$ cat src/rtl/region_attr_table.sv
// Programmable region attribute table: NrRules {base,length,attr} entries, resolved by a
// multi-cycle priority scan. Optional per-entry write lock is enabled by REGION_ATTR_LOCK_EN.
module region_attr_table #(
  parameter int unsigned                    NrRules       = 8,
  parameter int unsigned                    RulesPerCycle = 2,
  parameter int unsigned                    AddrWidth     = 64,
  parameter logic [NrRules*AddrWidth-1:0]   RstBase       = '0,
  parameter logic [NrRules*AddrWidth-1:0]   RstLength     = '0,
  parameter logic [NrRules*3-1:0]           RstAttr       = '0,
  parameter logic [2:0]                     DefaultAttr   = 3'b000,
  localparam int unsigned                   IdxW          = (NrRules > 1) ? $clog2(NrRules) : 1
) (
  input  logic                 clk_i,
  input  logic                 rst_i,
  input  logic                 cfg_req_i,
  input  logic                 cfg_we_i,
  input  logic [IdxW-1:0]      cfg_idx_i,
  input  logic [1:0]           cfg_sel_i,
  input  logic [AddrWidth-1:0] cfg_wdata_i,
  output logic                 cfg_gnt_o,
  output logic                 cfg_rvalid_o,
  output logic [AddrWidth-1:0] cfg_rdata_o,
  output logic                 cfg_err_o,
  input  logic                 lk_valid_i,
  input  logic [AddrWidth-1:0] lk_addr_i,
  output logic                 lk_ready_o,
  output logic                 lk_valid_o,
  output logic                 lk_hit_o,
  output logic [IdxW-1:0]      lk_idx_o,
  output logic [2:0]           lk_attr_o
);

  localparam int unsigned Steps = (NrRules + RulesPerCycle - 1) / RulesPerCycle;
  localparam int unsigned StepW = (Steps > 1) ? $clog2(Steps) : 1;

  typedef enum logic [1:0] {
    ST_IDLE = 2'd0,
    ST_SCAN = 2'd1,
    ST_DONE = 2'd2
  } state_e;

  // The end of the region is formed one bit wider so a region touching the top never wraps.
  function automatic logic in_region(input logic [AddrWidth-1:0] addr,
                                     input logic [AddrWidth-1:0] base,
                                     input logic [AddrWidth-1:0] len);
    logic [AddrWidth:0] end_w;
    end_w = {1'b0, base} + {1'b0, len};
    return (len != {AddrWidth{1'b0}}) && (addr >= base) && ({1'b0, addr} < end_w);
  endfunction

  logic [AddrWidth-1:0] base_q [NrRules];
  logic [AddrWidth-1:0] len_q  [NrRules];
  logic [2:0]           attr_q [NrRules];
`ifdef REGION_ATTR_LOCK_EN
  logic [NrRules-1:0]   lock_q;
`endif

  state_e               state_q, state_d;
  logic [StepW-1:0]     step_q;
  logic [AddrWidth-1:0] addr_q;
  logic                 found_q, found_d;
  logic [IdxW-1:0]      fidx_q, fidx_d;
  logic [2:0]           fattr_q, fattr_d;

  logic                 cfg_gnt, lk_ready, lk_accept, last_step;
  logic                 idx_ok, sel_ok, entry_locked, cfg_fault, cfg_wr_en;
  logic                 cfg_rvalid_q, cfg_err_q;
  logic [AddrWidth-1:0] cfg_rdata_q, cfg_rdata_d;
  logic                 lk_valid_q, lk_valid_d, lk_hit_q, lk_hit_d;
  logic [IdxW-1:0]      lk_idx_q, lk_idx_d;
  logic [2:0]           lk_attr_q, lk_attr_d;

  // The table only changes while idle, so a scan always sees a stable snapshot.
  assign cfg_gnt   = cfg_req_i && (state_q == ST_IDLE);
  assign lk_ready  = (state_q == ST_IDLE) && !cfg_req_i;
  assign lk_accept = lk_valid_i && lk_ready;
  assign last_step = (step_q == StepW'(Steps - 1));

  always_comb begin
    idx_ok       = ({{(32-IdxW){1'b0}}, cfg_idx_i} < NrRules);
    sel_ok       = (cfg_sel_i != 2'd3);
    entry_locked = 1'b0;
`ifdef REGION_ATTR_LOCK_EN
    if (idx_ok) begin
      entry_locked = lock_q[cfg_idx_i];
    end else begin
      entry_locked = 1'b0;
    end
`endif
    cfg_fault = !idx_ok || !sel_ok || (cfg_we_i && entry_locked);
    cfg_wr_en = cfg_gnt && cfg_we_i && !cfg_fault;
  end

  always_comb begin
    cfg_rdata_d = {AddrWidth{1'b0}};
    if (cfg_gnt && !cfg_we_i && idx_ok && sel_ok) begin
      case (cfg_sel_i)
        2'd0:    cfg_rdata_d = base_q[cfg_idx_i];
        2'd1:    cfg_rdata_d = len_q[cfg_idx_i];
        2'd2:    cfg_rdata_d = {{(AddrWidth-4){1'b0}}, entry_locked, attr_q[cfg_idx_i]};
        default: cfg_rdata_d = {AddrWidth{1'b0}};
      endcase
    end else begin
      cfg_rdata_d = {AddrWidth{1'b0}};
    end
  end

  always_ff @(posedge clk_i) begin
    if (rst_i) begin
      for (int i = 0; i < NrRules; i++) begin
        base_q[i] <= RstBase[i*AddrWidth +: AddrWidth];
        len_q[i]  <= RstLength[i*AddrWidth +: AddrWidth];
        attr_q[i] <= RstAttr[i*3 +: 3];
      end
`ifdef REGION_ATTR_LOCK_EN
      lock_q <= {NrRules{1'b0}};
`endif
    end else if (cfg_wr_en) begin
      case (cfg_sel_i)
        2'd0: base_q[cfg_idx_i] <= cfg_wdata_i;
        2'd1: len_q[cfg_idx_i]  <= cfg_wdata_i;
        2'd2: begin
          attr_q[cfg_idx_i] <= cfg_wdata_i[2:0];
`ifdef REGION_ATTR_LOCK_EN
          lock_q[cfg_idx_i] <= cfg_wdata_i[3];
`endif
        end
        default: ;
      endcase
    end
  end

  always_ff @(posedge clk_i) begin
    if (rst_i) begin
      cfg_rvalid_q <= 1'b0;
      cfg_rdata_q  <= {AddrWidth{1'b0}};
      cfg_err_q    <= 1'b0;
    end else begin
      cfg_rvalid_q <= cfg_gnt;
      cfg_rdata_q  <= cfg_rdata_d;
      cfg_err_q    <= cfg_gnt && cfg_fault;
    end
  end

  always_ff @(posedge clk_i) begin
    if (rst_i) begin
      state_q <= ST_IDLE;
    end else begin
      state_q <= state_d;
    end
  end

  always_comb begin
    state_d = state_q;
    case (state_q)
      ST_IDLE: state_d = lk_accept ? ST_SCAN : ST_IDLE;
      ST_SCAN: state_d = last_step ? ST_DONE : ST_SCAN;
      ST_DONE: state_d = ST_IDLE;
      default: state_d = ST_IDLE;
    endcase
  end

  always_comb begin
    lk_valid_d = 1'b0;
    lk_hit_d   = 1'b0;
    lk_idx_d   = {IdxW{1'b0}};
    lk_attr_d  = 3'b000;
    case (state_q)
      ST_DONE: begin
        lk_valid_d = 1'b1;
        lk_hit_d   = found_q;
        lk_idx_d   = found_q ? fidx_q : {IdxW{1'b0}};
        lk_attr_d  = found_q ? fattr_q : DefaultAttr;
      end
      default: begin
        lk_valid_d = 1'b0;
      end
    endcase
  end

  // Lanes are visited in ascending index and earlier steps cover lower indices,
  // so the first match recorded is the lowest-index one.
  always_comb begin
    logic [31:0] lane;
    logic        hit_lane;
    lane     = 32'd0;
    hit_lane = 1'b0;
    found_d  = found_q;
    fidx_d   = fidx_q;
    fattr_d  = fattr_q;
    for (int j = 0; j < RulesPerCycle; j++) begin
      lane     = {{(32-StepW){1'b0}}, step_q} * RulesPerCycle + 32'(j);
      hit_lane = (lane < NrRules) && !found_d &&
                 in_region(addr_q, base_q[lane[IdxW-1:0]], len_q[lane[IdxW-1:0]]);
      fidx_d   = hit_lane ? lane[IdxW-1:0] : fidx_d;
      fattr_d  = hit_lane ? attr_q[lane[IdxW-1:0]] : fattr_d;
      found_d  = found_d | hit_lane;
    end
  end

  always_ff @(posedge clk_i) begin
    if (rst_i) begin
      step_q  <= {StepW{1'b0}};
      addr_q  <= {AddrWidth{1'b0}};
      found_q <= 1'b0;
      fidx_q  <= {IdxW{1'b0}};
      fattr_q <= 3'b000;
    end else if (lk_accept) begin
      step_q  <= {StepW{1'b0}};
      addr_q  <= lk_addr_i;
      found_q <= 1'b0;
      fidx_q  <= {IdxW{1'b0}};
      fattr_q <= DefaultAttr;
    end else if (state_q == ST_SCAN) begin
      step_q  <= step_q + StepW'(1);
      found_q <= found_d;
      fidx_q  <= fidx_d;
      fattr_q <= fattr_d;
    end
  end

  always_ff @(posedge clk_i) begin
    if (rst_i) begin
      lk_valid_q <= 1'b0;
      lk_hit_q   <= 1'b0;
      lk_idx_q   <= {IdxW{1'b0}};
      lk_attr_q  <= 3'b000;
    end else begin
      lk_valid_q <= lk_valid_d;
      lk_hit_q   <= lk_hit_d;
      lk_idx_q   <= lk_idx_d;
      lk_attr_q  <= lk_attr_d;
    end
  end

  assign cfg_gnt_o    = cfg_gnt;
  assign cfg_rvalid_o = cfg_rvalid_q;
  assign cfg_rdata_o  = cfg_rdata_q;
  assign cfg_err_o    = cfg_err_q;
  assign lk_ready_o   = lk_ready;
  assign lk_valid_o   = lk_valid_q;
  assign lk_hit_o     = lk_hit_q;
  assign lk_idx_o     = lk_idx_q;
  assign lk_attr_o    = lk_attr_q;

endmodule

$ cat config.mk
export PLATFORM = sky130hd
export DESIGN_NAME = region_attr_table
export DESIGN_NICKNAME = d
export VERILOG_FILES = /design/src/rtl/region_attr_table.sv
export SDC_FILE = /design/constraint.sdc
export NUM_CORES = 2
export LEC_CHECK = 0
export CAP_MARGIN = 20
export CORE_AREA = 2 2 418 420
export DETAILED_ROUTE_END_ITERATION = 16
export DIE_AREA = 0 0 420 422
export PLACE_DENSITY = 0.59
export SYNTH_ARGS = -nofsm -noshare
export SYNTH_HDL_FRONTEND = slang
export SYNTH_SLANG_ARGS = --single-unit
$ cat constraint.sdc
create_clock -name clk_i -period 12.5 [get_ports clk_i]
set_input_delay 3.125 -clock clk_i [delete_from_list [all_inputs] [get_ports clk_i]]
set_output_delay 3.125 -clock clk_i [all_outputs]
set_load 0.1 [all_outputs]
# Word level (Yosys, flattened, before mapping)
# Memories as Yosys holds them, arrays and structs flattened. A register that Yosys moved wholly into a read port is not among the register bits.
# Index checks and enable logic that the tools add are counted.
# word_totals
regBits	149
out_inout_bits	76
in_bits	138
ramBits	1048
n_memories	3
# memory_table
name	words	word_bits	rd	rd_ports_with_merged_regs	wr	line	text
base_q	8	64	3	1	8	51	logic [AddrWidth-1:0] base_q [NrRules];
len_q	8	64	3	1	8	52	logic [AddrWidth-1:0] len_q [NrRules];
attr_q	8	3	3	1	8	53	logic [2:0] attr_q [NrRules];
# op_classes
order_cmp	6
n_addsub	4
n_mux	38
eq_ne	6
reduce_logical	34
bitwise	5
# op_table
operator	n
case mux 64 bit (3 select lines)	1
adder 64 x 64 -> 65 bit	2
less-than comparator 64 x 65 -> 1 bit	2
>= comparator 64 bit	2
2-to-1 mux 64 bit	2
nonzero test 64 bit	2
OR reduction 64 bit	2
2-to-1 mux 3 bit	14
2-to-1 mux 1 bit	19
logical AND 1 bit	16
== test 2 bit (second input constant)	3
OR reduction 2 bit	3
OR reduction 3 bit	2
zero test 1 bit	5
adder 3 x 1 -> 4 bit (second input constant)	1
== test 2 x 1 -> 1 bit (second input constant)	2
zero test 2 bit	2
less-than comparator 3 x 4 -> 1 bit (second input constant)	1
less-than comparator 4 bit (second input constant)	1
case mux 2 bit (2 select lines)	1
NOT 1 bit	3
adder 2 x 1 -> 2 bit (second input constant)	1
2-to-1 mux 2 bit	1
!= test 2 bit (second input constant)	1
3 further kinds	4

# Depth between registers and ports, before layout
# depth
word_depth	10
mapped_depth	31
depth_no_buf	26

# Worst setup path before layout
# Ideal clock, no wire load.
# synth_path
path_type	input to output
startpoint	in cfg_req_i
endpoint	out cfg_gnt_o
arrival_ns	5.339
slack_ns	4.036
cell_stages	1
cell_sequence	nor3b_1
# synth_via
elab_chain_len	1
# synth_lines
item	line	text
start: declaration	15	input logic cfg_req_i,
logical AND 1 bit	74	assign cfg_gnt = cfg_req_i && (state_q == ST_IDLE);
end: declaration	20	output logic cfg_gnt_o,
# No other way between the ends.

# Worst setup path after layout
# layout_path
startpoint	reg step_q[1]
endpoint	reg fattr_q[1]
# layout_via
elab_chain_len	9
# layout_lines
item	line	text
start: declaration	59	logic [StepW-1:0] step_q;
start signal: assignment	203	step_q <= {StepW{1'b0}};
start signal: assignment	209	step_q <= {StepW{1'b0}};
start signal: assignment	215	step_q <= step_q + StepW'(1);
parallel branches: the longest is 9 deep, another holds adder 64 x 64 -> 65 bit	--	
end signal: assignment	213	fattr_q <= DefaultAttr;
end signal: assignment	218	fattr_q <= fattr_d;
end: declaration	63	logic [2:0] fattr_q, fattr_d;
# Parallel ways; which one is timed is not known.
# A chain may end at the register's enable or synchronous reset.

==> results.txt <==
----------------------------------------------------
[Timing]
  Fin Setup TNS ... 0 ps
  Max Clock Skew ... 34.5 ps
  Maximum clock frequency ... 114 MHz
  Setup violation total in the final timing report ... 0
  Setup repair after global routing missed its margin ... false
  Tcrit/Tclk final ... 70.2%
  Worst slew slack as a fraction of its limit ... 21.8%
  Slew @ Worst Pin ... 1170 ps
  Final hold violations ... 0
  Final slew viol count ... 0
  Post-layout min period ... 8770 ps

[Yosys]
  Synth Warn # ... 0
  Largest area contributor in the synthesized netlist ... edfxtp_1
  Post-synth top area share ... 45.7%
  Top cells by count, synth ... edfxtp_1 (1048), and2_1 (1033), a22oi_1 (399)
  Leading cell type by number of instances after synthesis ... edfxtp_1
  Proportion of synthesized chip area in sequential cells ... 50.1%
  Synthesized Nets ... 6404
  Netlist Area Pre-Place ... 0.0689 mm^2
  Avg Cell Area, Syn ... 11.7 um^2
  Synth Instances ... 5881
  Synth Register Bits ... 1199
  Most used flip-flop cell after synthesis ... edfxtp_1
  Count of flip-flops with a built-in enable after synthesis ... 1048
  Largest cells by area after synthesis ... edfxtp_1 (46%), and2_1 (9.4%), mux4_2 (8.6%)
  Synth async-reset ratio ... 0%
  Netlist cell types ... 77

[Worst setup path]
  Most common cell on crit path ... a21oi_1
  Family with the most delay on the worst path ... compound AO/OA/AOI/OAI gates
  Type of origin of the critical path ... flop
  WP data arrival ... 9500 ps
  Required time reported for the critical path endpoint ... 13230 ps
  Sort of element at the end of the critical path ... flop
  Buffering stage count on the worst path with inverters included ... 2
  Stage delay of the slowest cell on the critical path ... 990 ps
  Kind of critical path ... reg2reg
  Slowest cell on crit path ... dfxtp_4
  Top fanout value on the critical path ... 56

[Routing]
  Number of iterations in the first detailed-routing pass ... 8
  Total vias in the final route ... 53.2k
  Routed len/inst ... 32.8 um
  Overall routed net length ... 274000 um
  Remaining antenna violation count after routing ... 0
  Routed via count divided by cell count ... 6.37
  Total DRC errors in the routed layout ... 0
  Initial DRC Count ... 7406

[Floorplanning]
  IO Count ... 214
  Core region area ... 0.173 mm^2
  Horizontal die dimension ... 420 um
  Initial standard-cell utilization of the core ... 39.8%
  Die span in y ... 422 um
  Count of standard-cell rows ... 153
  Die Area ... 0.177 mm^2

[Placed design]
  Cell count after placement ... 8080
  Total half-perimeter wirelength after legalization and detailed placement ... 176000 um
  Total of buffers placed on input and output ports ... 213
  Final Wtd Congestion ... 1.03

[Clock network]
  Resized cells post-CTS ... 0
  CTS hold repair buffers ... 0
  CTS Root Buffer Type ... clkbuf_16
  Level count of the clock H-tree ... 4
  Clk buf depth ... 3
  CTS clock-pin slew for the worst setup and hold paths ... 60 ps
  Clock tree from TritonCTS ... yes
  Clock sink count ... 1199
  Clock buffers created by TritonCTS ... 139
  Insertion delay of the later-clocked pin in the worst-skew pair ... 840 ps
  Post-CTS repair timing setup buffer count ... 0

[Job]
  Number of max-cap violations ... 0

[Final layout]
  Fraction of layout cells with a size suffix above 1 ... 10.7%
  Area of all sequential standard cells ... 0.0345 mm^2
  Total number of nets in the final design ... 6420
  Final core occ ... 45.1%
  Area of the multi-input gates ... 0.0322 mm^2
  Layout-stage area growth over the synthesis result ... 13.1%
  Final standard cell count with taps included and fillers excluded ... 8353
  Fill cells ... 15.8k

[GRT]
  Maximum number of pins on one net before global-route repair ... 67
  Number of global-route vias before repair ... 52.2k
  Number of antenna violations at the first check in global routing ... 22
  Overflow left after global routing ... 0
  All-layer global routing usage ... 30.4%
  Global-route wire length before repair ... 387000 um

[Run status]
  Outcome ... complete, no violations

[Power and ir drop]
  Maximum ir drop on the vdd rail ... 0.0000941 V
  Cell leakage power ... 29.3 nW
  Power density cells ... 130 mW/mm^2

[Hold path]
  Type of the worst min-delay path ... reg2reg

----------------------------------------------------
## logic make-up after synthesis
kind of cell	count (synthesis)	share of synthesized area [%]
AO/OA/AOI/OAI	1384	13.7
XOR/XNOR	119	1.51
adder cells (fa/ha/maj)	385	7.02
buffers and inverters	610	3.43
flip-flops	1199	50.1
multiplexers	266	8.63
AND/OR/NAND/NOR	1918	15.6
## metrics by stage
stage	total power [mW]	instance area (um^2)	hold WS [ps]	worst slack, ps
floorplan	5.41	68900	439	4040
global placement	5.95	73100	493	3880
global route	10.4	77900	546	3580
finish	10.1	77900	513	3730
CTS	10.1	77800	521	3860
detailed placement	5.96	73200	513	3860
## metal layers
layer | routed length [um] | up-vias | part of all wire, % | GRT usage, %
met1 | 106000 | 26600 | 39 | 40.2
met5 | 26 | - | 0.0095 | 0
met3 | 27700 | 782 | 10 | 5.85
met2 | 124000 | 3474 | 45 | 47.2
met4 | 16500 | 4 | 6.0 | 16.3
li1 | - | 22400 | - | -
## placed cells by master, fill, tap and decap left out, types with 21 or more instances in the layout
| cell type | netlist | layout |
|---|---|---|
| nand4_1 | 145 | 145 |
| a22oi_1 | 399 | 399 |
| o21ai_0 | 124 | 124 |
| nor2b_1 | 21 | 21 |
| a31oi_1 | 68 | 68 |
| a221oi_1 | 73 | 73 |
| o21bai_1 | 22 | 22 |
| clkbuf_8 | 0 | 24 |
| a22o_1 | 64 | 64 |
| a21o_1 | 126 | 126 |
| buf_4 | 4 | 100 |
| o21a_1 | 23 | 23 |
| nand2_1 | 266 | 265 |
| inv_1 | 171 | 171 |
| dfxtp_1 | 151 | 147 |
| edfxtp_1 | 1048 | 1048 |
| and3_1 | 33 | 32 |
| clkbuf_16 | 0 | 141 |
| nand3_1 | 58 | 58 |
| clkdlybuf4s50_1 | 0 | 211 |
| clkbuf_1 | 372 | 32 |
| nand2b_1 | 23 | 23 |
| xor2_1 | 58 | 58 |
| ha_1 | 383 | 383 |
| o211ai_1 | 22 | 22 |
| a211oi_1 | 28 | 28 |
| xnor2_1 | 61 | 61 |
| nor2_1 | 206 | 189 |
| and2_1 | 1033 | 1031 |
| a21oi_1 | 344 | 344 |
| mux4_2 | 262 | 262 |
| nor3_1 | 27 | 26 |
| nor4_1 | 40 | 39 |
## power by group
group	leakage [nW]	switching (mW)	internal, mW	total (mW)
registers	12.5	0.0998	4.45	4.55
clock network	2.29	1.80	2.40	4.20
logic	14.5	0.896	0.465	1.36
## path summary, 6_finish.rpt
check / from / end / slack [ps] / cells past startpoint
hold / removal: state_q[1] / state_q[0] / 510 / 1
hold reg to reg: state_q[1] / state_q[0] / 510 / 1
setup / recovery: step_q[1] / fattr_q[1] / 3730 / 25
setup reg to reg: step_q[1] / fattr_q[1] / 3730 / 25
## final cells by class
type                       instances  area share [%]
sequential                      1199            44.3
timing repair buffer             314            3.75
clock buffer                     197            5.11
inverter                         171           0.824
clock inverter                    56           0.871
antenna                           19          0.0610
multi-input combinational       4072            41.4
tap                             2325            3.73
## registers in the layout, indices dropped and copies added (netlist names), named ones only
register	count
base_q	512
fidx_q	3
step_q	2
cfg_rdata_o	64
len_q	512
lk_attr_o	3
cfg_rvalid_o	1
state_q	2
found_q	1
cfg_err_o	1
lk_hit_o	1
addr_q	64
fattr_q	3
lk_valid_o	1
lk_idx_o	3
attr_q	24
No activity file was read; power rests on OpenSTA's default activity.
